### config.mk
export PLATFORM = sky130hd
export DESIGN_NAME = divider_48_16_flat
export DESIGN_NICKNAME = d
export VERILOG_FILES = /design/src/rtl/divider_48_16_if.sv /design/src/rtl/divider_48_16.sv /design/src/flat_wrapper.sv
export SDC_FILE = /design/constraint.sdc
export NUM_CORES = 1
export LEC_CHECK = 0
export CAP_MARGIN = 40
export CORE_ASPECT_RATIO = 1.5
export CORE_MARGIN = 1.5
export CORE_UTILIZATION = 50
export DETAILED_ROUTE_END_ITERATION = 8
export GPL_TIMING_DRIVEN = 0
export HOLD_SLACK_MARGIN = 0.12
export PLACE_DENSITY_LB_ADDON = 0.15
export RECOVER_POWER = 25
export SYNTH_ARGS = -nofsm -noshare
export SYNTH_HDL_FRONTEND = slang
export SYNTH_SLANG_ARGS = --single-unit
### constraint.sdc
create_clock -name clk -period 3.1 [get_ports clk]
set_input_delay 0.62 -clock clk [delete_from_list [all_inputs] [get_ports clk]]
set_output_delay 0.62 -clock clk [all_outputs]
set_load 0.01 [all_outputs]
### src/rtl/divider_48_16_if.sv
// Operand/result bundle for the 48/16 sequential divider.
// The master side drives ce/start/operands; the divider (slave) returns status and results.
interface divider_48_16_if #(
    parameter int ASIZE = 32,
    parameter int BSIZE = 16
);
    localparam int PSIZE = ASIZE + BSIZE;

    logic             ce;
    logic             start;
    logic [PSIZE-1:0] a;
    logic [BSIZE-1:0] b;
    logic             busy;
    logic             done;
    logic [ASIZE-1:0] q;
    logic [BSIZE-1:0] r;
    logic             dz;
    logic             ovf;
    logic [1:0]       state_dbg;

    modport master (
        output ce, start, a, b,
        input  busy, done, q, r, dz, ovf, state_dbg
    );

    modport slave (
        input  ce, start, a, b,
        output busy, done, q, r, dz, ovf, state_dbg
    );
endinterface

### src/rtl/divider_48_16.sv
// Radix-2 restoring divider: 48-bit dividend / 16-bit divisor -> 32-bit quotient, 16-bit remainder.
// Define DIV_ROUND_EN to add a ROUND state that rounds the quotient half-up (saturating).
module divider_48_16 #(
    parameter int ASIZE = 32,
    parameter int BSIZE = 16
) (
    input logic           clk,
    input logic           rst,
    divider_48_16_if.slave bus
);
    localparam int PSIZE = ASIZE + BSIZE;
    localparam int CW    = $clog2(ASIZE + 1);

    // Handshake: start is a request taken only in IDLE with ce=1 (no queuing while busy);
    // busy is high from that accept until the done cycle is consumed by a ce=1 edge;
    // done is high for exactly one enabled cycle per accepted request, results held until next accept.
    typedef enum logic [1:0] {
        IDLE  = 2'd0,
        RUN   = 2'd1,
        ROUND = 2'd2,
        DONE  = 2'd3
    } state_t;

    state_t           state;
    state_t           state_next;
    logic             accept;
    logic             err_dz;
    logic             err_ovf;

    logic [BSIZE-1:0] pr;
    logic [ASIZE-1:0] sh;
    logic [BSIZE-1:0] b_reg;
    logic [CW-1:0]    cnt;
    logic [ASIZE-1:0] q_reg;
    logic [BSIZE-1:0] r_reg;
    logic             dz_reg;
    logic             ovf_reg;

    logic [BSIZE:0]   t;
    logic             qbit;
    logic [BSIZE-1:0] pr_step;
    logic [ASIZE-1:0] sh_step;
    logic             last_step;

    assign err_dz  = (bus.b == '0);
    assign err_ovf = (bus.a[PSIZE-1:ASIZE] >= bus.b);

    // One restoring step; pr < b_reg always holds, so t - b_reg fits in BSIZE bits.
    assign t         = {pr, sh[ASIZE-1]};
    assign qbit      = (t >= {1'b0, b_reg});
    assign pr_step   = qbit ? BSIZE'(t - {1'b0, b_reg}) : t[BSIZE-1:0];
    assign sh_step   = {sh[ASIZE-2:0], qbit};
    assign last_step = (cnt == CW'(1));

`ifdef DIV_ROUND_EN
    logic round_up;
    assign round_up = ({r_reg, 1'b0} >= {1'b0, b_reg}) && (q_reg != '1);
`endif

    always_ff @(posedge clk) begin
        if (rst) begin
            state <= IDLE;
        end else begin
            state <= state_next;
        end
    end

    always_comb begin
        state_next = state;
        accept     = 1'b0;
        if (bus.ce) begin
            case (state)
                IDLE: begin
                    if (bus.start) begin
                        accept = 1'b1;
                        if (err_dz || err_ovf) begin
                            state_next = DONE;
                        end else begin
                            state_next = RUN;
                        end
                    end
                end
                RUN: begin
                    if (last_step) begin
`ifdef DIV_ROUND_EN
                        state_next = ROUND;
`else
                        state_next = DONE;
`endif
                    end
                end
                ROUND:   state_next = DONE;
                DONE:    state_next = IDLE;
                default: state_next = IDLE;
            endcase
        end
    end

    always_ff @(posedge clk) begin
        if (rst) begin
            pr      <= '0;
            sh      <= '0;
            b_reg   <= '0;
            cnt     <= '0;
            q_reg   <= '0;
            r_reg   <= '0;
            dz_reg  <= 1'b0;
            ovf_reg <= 1'b0;
        end else if (bus.ce) begin
            if (accept) begin
                q_reg   <= '0;
                r_reg   <= '0;
                dz_reg  <= 1'b0;
                ovf_reg <= 1'b0;
                if (err_dz) begin
                    dz_reg <= 1'b1;
                    q_reg  <= '1;
                end else if (err_ovf) begin
                    ovf_reg <= 1'b1;
                    q_reg   <= '1;
                end else begin
                    pr    <= bus.a[PSIZE-1:ASIZE];
                    sh    <= bus.a[ASIZE-1:0];
                    b_reg <= bus.b;
                    cnt   <= CW'(ASIZE);
                end
            end else if (state == RUN) begin
                pr  <= pr_step;
                sh  <= sh_step;
                cnt <= cnt - CW'(1);
                if (last_step) begin
                    q_reg <= sh_step;
                    r_reg <= pr_step;
                end
            end
`ifdef DIV_ROUND_EN
            else if (state == ROUND) begin
                if (round_up) begin
                    q_reg <= q_reg + ASIZE'(1);
                end
            end
`endif
        end
    end

    assign bus.busy      = (state != IDLE);
    assign bus.done      = (state == DONE);
    assign bus.q         = q_reg;
    assign bus.r         = r_reg;
    assign bus.dz        = dz_reg;
    assign bus.ovf       = ovf_reg;
    assign bus.state_dbg = state;
endmodule

### src/flat_wrapper.sv
// flat-port wrapper written by rule: the top's interface ports become plain ports
module divider_48_16_flat 
#(
    parameter int ASIZE = 32,
    parameter int BSIZE = 16
)
  (clk, rst, bus_ce, bus_start, bus_a, bus_b, bus_busy, bus_done, bus_q, bus_r, bus_dz, bus_ovf, bus_state_dbg);
  divider_48_16_if #(.ASIZE(ASIZE), .BSIZE(BSIZE)) bus_i ();
  input logic clk;
  input logic rst;
  input wire logic [$bits(bus_i.ce)-1:0] bus_ce;
  input wire logic [$bits(bus_i.start)-1:0] bus_start;
  input wire logic [$bits(bus_i.a)-1:0] bus_a;
  input wire logic [$bits(bus_i.b)-1:0] bus_b;
  output wire logic [$bits(bus_i.busy)-1:0] bus_busy;
  output wire logic [$bits(bus_i.done)-1:0] bus_done;
  output wire logic [$bits(bus_i.q)-1:0] bus_q;
  output wire logic [$bits(bus_i.r)-1:0] bus_r;
  output wire logic [$bits(bus_i.dz)-1:0] bus_dz;
  output wire logic [$bits(bus_i.ovf)-1:0] bus_ovf;
  output wire logic [$bits(bus_i.state_dbg)-1:0] bus_state_dbg;
  assign bus_i.ce = bus_ce;
  assign bus_i.start = bus_start;
  assign bus_i.a = bus_a;
  assign bus_i.b = bus_b;
  assign bus_busy = bus_i.busy;
  assign bus_done = bus_i.done;
  assign bus_q = bus_i.q;
  assign bus_r = bus_i.r;
  assign bus_dz = bus_i.dz;
  assign bus_ovf = bus_i.ovf;
  assign bus_state_dbg = bus_i.state_dbg;
  divider_48_16 #(.ASIZE(ASIZE), .BSIZE(BSIZE)) u_core (.clk(clk), .rst(rst), .bus(bus_i));
endmodule
==> summary.txt, run 1 <==
Worst setup path
  – Crit end category: register
  – Cell family contributing the most delay on the critical path: compound AO/OA/AOI/OAI gates
  – Max FO, Critical Path: 7
  – Critical path class: in -> reg
  – Crit path DAT: 3410 ps
  – CP max stage cell: clkdlybuf4s50_1
  – WP data required: 3410 ps
  – Worst path cell trace: clkdlybuf4s50_1 -> inv_1 -> ha_1 -> a21o_1 -> a211o_1 -> o22ai_1 -> a21oi_2 -> o21a_2 -> o21ai_4 -> buf_12 -> buf_2 -> nor2_1 -> a311oi_1
  – Buf/Inv on CP: 4
  – CP peak stage delay: 510 ps
  – Crit start category: input pin
  – Flop2flop setup slack: 60 ps

Global route
  – Initial antenna violation count: 0
  – Vias in the first global route: 6205
  – Maximum number of pins on one net before global-route repair: 17
  – Total gr overflow: 0
  – Global-route wire length before repair: 30.50 mm
  – All-Layer GR Usage: 0.2965

Synth
  – Post-Synth Simple-Gate Area: 0.2095
  – Post-synthesis compound-gate area fraction: 0.2134
  – Synth Flop Type: dfxtp_1
  – Ranking of synthesized cells by area: dfxtp_1 (38%), nand2_1 (9.7%), ha_1 (7.4%)
  – Largest family of logic cells by synthesized area: compound AO/OA/AOI/OAI gates
  – Mux contribution to synthesized area: 0.03751
  – Post-synth top area cell: dfxtp_1
  – Sequential share of the synthesized area: 0.3814
  – XOR/XNOR Fraction of Synth Area: 0.01915
  – Synth Area in Adders: 0.07737
  – Number of synthesized flops with an enable pin: 0
  – Async set-reset flop share out of synthesis: 0
  – Post-Syn Instances: 807
  – Mapped Nets: 914
  – Synth Register Bits: 122
  – Synth unique cells: 60
  – Avg Inst Size Synth: 7.935 um2
  – Ys Warns: 0
  – Synth top area share: 0.3814
  – Synthesized area: 6404 um2

Timing
  – Clock skew: 8.921 ps
  – Slew HR: 0.5072
  – TNS Setup: -2.468 ps
  – Hold_ws: 449.6 ps
  – Final slew viol count: 0
  – Fin crit period: 3102 ps
  – Final hold vios: 0
  – Period utilisation layout: 1.001
  – Worst Tran Pin Value: 739.3 ps
  – Final critical-path setup slack: -2.468 ps
  – Fmax: 322.3 MHz
  – Final-report setup violation count: 1

Layout
  – Multi-input logic area: 3606 um2
  – Layout cell share with drive strength beyond 1: 0.08091
  – Fin nets: 1058
  – Antenna fix cells: 0
  – Sequential cell area: 2442 um2
  – Final core utilization: 0.6873
  – Filler cells: 1096
  – Syn-to-layout area delta: 34.29%

Placed design
  – Port Buffers: 120
  – DP HPWL: 14.56 mm
  – Post-place setup slack: -649.1 ps
  – RD Place Congestion: 0.9175

Job
  – MaxCap Viol Count: 0

Routing
  – DRC: 0
  – Drt total wl: 19.75 mm
  – 1st-iter DRT viols: 428
  – Routed len/inst: 17.63 um
  – DR pass1 iterations: 5
  – Antenna Violating Nets Remaining: 0
  – Vias: 6455
  – Vias per cell: 5.763

Power and ir drop
  – Worst IR Drop VDD: 0.0005599 V
  – Pwr dens: 813.6 nW/um2
  – Leakage power: 3.369 nW

Clock network
  – CTS buffer count: 17
  – CTS tree: yes
  – Clk_lat worst skew: 420 ps
  – Sink Count: 122
  – Clock Tree Buf Depth: 2
  – Worst-path clk slew: 60 ps
  – Root buf cell: clkbuf_16
  – H-tree levels: 4
  – Hold Buf Count CTS: 0

Min path
  – Min-Delay Path Class: reg -> reg

Floorplanning
  – Die area: 13510 um2
  – Die Span X: 95.40 um
  – Die height: 141.6 um
  – Row Count: 50
  – Initial Utilization: 0.5118
  – CORE AREA: 12510 um2
  – I/O Pins: 122

Status
  – Failing checks: setup timing
  – Status: complete, but fails checks
-- layout make-up --
class	count	share of cell area
repair buffers	125	0.1472
multi-input cells	591	0.4193
well taps	156	0.02270
clock buffers	17	0.04947
flip-flops and latches	122	0.2840
plain buffers	51	0.03361
clock inverters	15	0.02488
inverters	43	0.01877
-- report_power, final --
group          internal (mW)  switching [mW]
registers               1.74           0.125
clock network           1.36           0.787
logic                   1.27            1.72
total                   4.36            2.63
-- worst min-delay path, stage by stage (launching register included) --
cell and delay [ps]:
dfxtp_1 300, nand2_1 50, a21oi_1 50
-- metrics by stage --
stage | instance area, um2 | total power, mW | instances
final | 8600 | 6.996 | 1120
after global routing | 8600 | 7.321 | 1120
after CTS | 8483 | 6.883 | 1116
after detailed placement | 7800 | 4.709 | 1083
after global placement | 7800 | 4.699 | 1083
after floorplan | 6404 | 3.923 | 807
-- cell usage after synthesis, types with 5 or more instances --
cell,count
inv_1,42
and3_1,6
nand4_1,5
nand3_1,9
a211o_1,5
nand2_1,166
xor2_1,5
o211ai_1,10
a31oi_1,32
a211oi_1,16
clkbuf_1,36
o21a_1,7
mux2i_1,24
nor3_1,8
o21ai_0,12
dfxtp_1,122
or3_1,6
ha_1,38
nor2_1,95
xnor2_1,9
a21oi_1,49
buf_2,10
a311oi_1,31
a21o_1,7
-- cell usage in the layout (no fill, tap or decap), drive strengths merged, types with 6 or more instances in the layout --
cell	instances
dfxtp	122
mux2i	24
a211oi	17
and3	7
a21oi	54
a21o	7
o21a	7
a31oi	32
or3	6
buf	18
dlygate4sd3	42
inv	46
xnor2	9
nor2	96
nand2	166
clkdlybuf4s50	78
ha	38
o211ai	10
nor3	8
o21ai	16
nand3	9
a311oi	31
clkbuf	55
clkinv	7
-- metal layers --
layer | GRT usage | routed length [um] | vias to the layer above
met1 | 0.3115 | 7347 | 2990
met5 | 0 | 0 | -
met4 | 0.1935 | 1163 | 0
li1 | - | - | 3131
met2 | 0.5312 | 10260 | 265
met3 | 0.04716 | 974 | 69
-- worst paths after layout --
path	startpoint	end	cells past startpoint
worst min register to register	u_core.bus.r[2]	u_core.bus.r[2]	2
worst max register to register	u_core.b_reg[0]	u_core.pr[14]	11
worst min-delay path	u_core.bus.r[2]	u_core.bus.r[2]	2
worst max-delay path	bus_b[9]	u_core.sh[2]	13
-- repair_timing --
action,CTS,global route
pin swaps,2,5
resized for setup,14,16
buffers inserted,1,2
gates cloned,0,2
setup endpoints to repair,76,85
-- logic make-up (layout without fill, tap and decap cells) --
family                     after synthesis  count (layout)
DFF                                    122             122
and+or+nand+nor                        318             318
adders and majority gates               39              39
AOI/OAI and AO/OA                      196             196
xor gates and xnor gates                14              14
muxes                                   24              24
buffers and inverters                   94             251
Note: power is estimated with default switching activity, not from simulation.
==> run 2, diff against run 1 <==
--- a/config.mk
+++ b/config.mk
@@ -6,13 +6,13 @@
 export NUM_CORES = 1
 export LEC_CHECK = 0
 export CAP_MARGIN = 40
-export CORE_ASPECT_RATIO = 1.5
+export CORE_ASPECT_RATIO = 1.25
 export CORE_MARGIN = 1.5
 export CORE_UTILIZATION = 50
 export DETAILED_ROUTE_END_ITERATION = 8
 export GPL_TIMING_DRIVEN = 0
 export HOLD_SLACK_MARGIN = 0.12
-export PLACE_DENSITY_LB_ADDON = 0.15
+export PLACE_DENSITY = 0.77
 export RECOVER_POWER = 25
 export SYNTH_ARGS = -nofsm -noshare
 export SYNTH_HDL_FRONTEND = slang
==> run 2 against run 1 <==
Compared with the run above:
- the run now ends clean
- clock power decreased by 7%
- fmax grew 3.4%
- clock-buffer cell count up 3
- die area is essentially flat
- setup slack better by 100 ps
- clock skew up 1.4 ps
- first-iteration DRC count is 23% lower
- design area fell by 0.54%
- via count shrank 1.1%
- register-to-register slack better by 60 ps
- largest power group unchanged
==> summary.txt, run 2 (synthesis gave the netlist of run 1 again) <==
Clock network
  – CTS tree: yes
  – H-tree levels: 4 (unchanged)
  – Worst-path clk slew: 50 ps (about the same)
  – CTS buffer count: 17 (unchanged)
  – Root buf cell: clkbuf_16
  – Hold Buf Count CTS: 0 (unchanged)
  – Clk_lat worst skew: 420 ps (about the same)
  – Clock Tree Buf Depth: 2 (unchanged)
  – Sink Count: 122 (unchanged)

Layout
  – Syn-to-layout area delta: 33.57%
  – Final core utilization: 0.6786 (-0.008721)
  – Fin nets: 1056 (-0.19%)
  – Commonest non-fill, non-tap cell in the layout: nand2_1
  – Filler cells: 1028 (-6.2%)
  – Layout cell share with drive strength beyond 1: 0.07900 (-0.001911)
  – Design area: 8553 um2 (-0.54%)
  – Antenna fix cells: 0 (unchanged)
  – Commonest non-fill, non-tap cells in the layout: nand2_1 (166), dfxtp_1 (122), nor2_1 (95), clkdlybuf4s50_1 (77), a21oi_1 (48)

Worst setup path
  – Worst path cell trace: clkdlybuf4s50_1 -> ha_1 -> a21o_1 -> a211o_1 -> a211oi_2 -> a21oi_2 -> o21a_4 -> o21ai_4 -> buf_6 -> buf_12 -> nor2_1 -> a311oi_1
  – Worst flop-to-flop path startpoint: u_core.b_reg[14]
  – Max FO, Critical Path: 7 (unchanged)
  – CP max stage cell: clkdlybuf4s50_1
  – CP peak stage delay: 510 ps (about the same)
  – Crit end category: register
  – Crit path DAT: 3320 ps (-90 ps)
  – CP startpoint: bus_a[41]
  – Worst path depth: 12 (-1)
  – Crit start category: input pin
  – Cell family contributing the most delay on the critical path: compound AO/OA/AOI/OAI gates
  – Worst r2r dst: u_core.pr[4]
  – Buf/Inv on CP: 3 (-1)
  – WP data required: 3410 ps (about the same)
  – Worst R2R Path Depth: 12 (+1)
  – Critical path class: in -> reg
  – Worst setup path endpoint: u_core.sh[3]
  – Flop2flop setup slack: 120 ps (+60 ps)

Power and ir drop
  – Leakage power: 3.338 nW (-0.92%)
  – Worst IR Drop VDD: 0.001009 V (+80%)
  – Pwr dens: 803.2 nW/um2 (-1.3%)

Routing
  – DRC: 0 (unchanged)
  – Vias per cell: 5.648 (-2.0%)
  – Routed len/inst: 16.86 um (-4.4%)
  – 1st-iter DRT viols: 328 (-23%)
  – Antenna Violating Nets Remaining: 0 (unchanged)
  – Vias: 6382 (-1.1%)
  – DR pass1 iterations: 5 (unchanged)
  – Drt total wl: 19.05 mm (-3.5%)

Timing
  – Final slew viol count: 0 (unchanged)
  – TNS Setup: 0 ps (+2.468 ps)
  – Fmax: 333.1 MHz (+3.4%)
  – Clock skew: 10.34 ps (+1.417 ps)
  – Slew HR: 0.5283 (+0.02114)
  – Final-report setup violation count: 0 (-1)
  – Hold_ws: 453.7 ps (+4.098 ps)
  – Fin crit period: 3002 ps (-100.6 ps)
  – Worst Tran Pin Value: 707.6 ps (-31.70 ps)
  – Period utilisation layout: 0.9683 (-0.03245)
  – Final hold vios: 0 (unchanged)
  – Final critical-path setup slack: 98.12 ps (+100.6 ps)

Global route
  – Initial antenna violation count: 0 (unchanged)
  – Vias in the first global route: 6189 (-0.26%)
  – Total gr overflow: 0 (unchanged)
  – All-Layer GR Usage: 0.2838 (-0.01271)
  – Maximum number of pins on one net before global-route repair: 17 (unchanged)
  – Global-route wire length before repair: 30.28 mm (-0.72%)

Status
  – Status: finished clean

Floorplanning
  – Row Count: 46 (-8.0%)
  – CORE AREA: 12600 um2 (+0.74%)
  – Die height: 129.5 um (-8.5%)
  – Die Span X: 104.2 um (+9.2%)
  – Die area: 13500 um2 (about the same)
  – Initial Utilization: 0.5080 (-0.003760)
  – I/O Pins: 122 (unchanged)

Job
  – MaxCap Viol Count: 0 (unchanged)

Placed design
  – RD Place Congestion: 0.9438 (+2.9%)
  – DP HPWL: 14.01 mm (-3.8%)
  – Port Buffers: 120 (unchanged)
  – Dpl cell area: 7815 um2 (+0.19%)
  – Post-place setup slack: -908.2 ps (-259.0 ps)

Min path
  – Min-Delay Path Class: reg -> reg
-- run 2: cell types whose count changed in the layout (fill, tap and decap cells not counted), sizes merged --
cell           previous run  this run
inv                      46        43
clkbuf                   55        57
buf                      18        17
bufinv                    4         3
clkdlybuf4s50            78        77
clkinvlp                  1         2
dlymetal6s2s              0         1
-- run 2: cell type report --
| class | count | area (um2) | share of cell area |
|---|---|---|---|
| buffer | 51 | 266.5 | 0.03116 |
| clock buffer | 20 | 446.7 | 0.05222 |
| clock inverter | 12 | 147.6 | 0.01726 |
| inverter | 43 | 161.4 | 0.01887 |
| multi-input combinational | 591 | 3640 | 0.4255 |
| sequential | 122 | 2442 | 0.2855 |
| tap | 168 | 210.2 | 0.02458 |
| timing repair buffer | 123 | 1239 | 0.1448 |
-- run 2: how the worst min path moves through the flow --
stage / cells after the start / slack [ps] / startpoint / end
detailed placement: 2 / 450 / u_core.bus.r[2] / u_core.bus.r[2]
CTS: 2 / 460 / u_core.bus.r[2] / u_core.bus.r[2]
global placement: 2 / 440 / u_core.bus.r[2] / u_core.bus.r[2]
finish: 2 / 450 / u_core.bus.r[2] / u_core.bus.r[2]
global route: 2 / 490 / u_core.bus.q[10] / u_core.bus.q[10]
floorplan: 2 / 440 / u_core.cnt[1] / u_core.cnt[1]
-- run 2: power by group --
group          switching (mW)  total (mW)  internal [mW]
Combinational            1.74        3.01           1.27
Clock                   0.724        2.00           1.28
Sequential              0.119        1.86           1.74
-- run 2: what timing repair did --
action,CTS,global route
endpoints found under the hold margin,0,0
setup buffers,1,2
resized for setup,18,12
setup endpoints to repair,93,96
pin swaps,1,5
-- run 2: routing by layer --
layer,up-vias,global-route usage,wire length (um)
li1,3122,-,-
met1,2975,0.3117,7602
met2,227,0.5103,9500
met3,58,0.05080,916
met4,0,0.1789,1035
met5,-,0,0
-- run 2: per-stage QoR --
step | power (mW) | std cells
5_1_grt | 7.190 | 1130
3_3_place_gp | 4.714 | 1095
2_1_floorplan | 3.923 | 807
4_1_cts | 6.740 | 1128
6_report | 6.870 | 1130
3_5_place_dp | 4.721 | 1095
-- run 2: worst reg2reg max path, stage by stage (launching register included) --
cell	delay [ps]
dfxtp_1	330
inv_1	80
ha_1	350
a21o_1	180
a211o_1	330
a41oi_4	270
or3b_1	400
buf_6	150
buf_6	150
mux2i_1	320
nand2_1	100
o211ai_1	90
a21oi_1	80
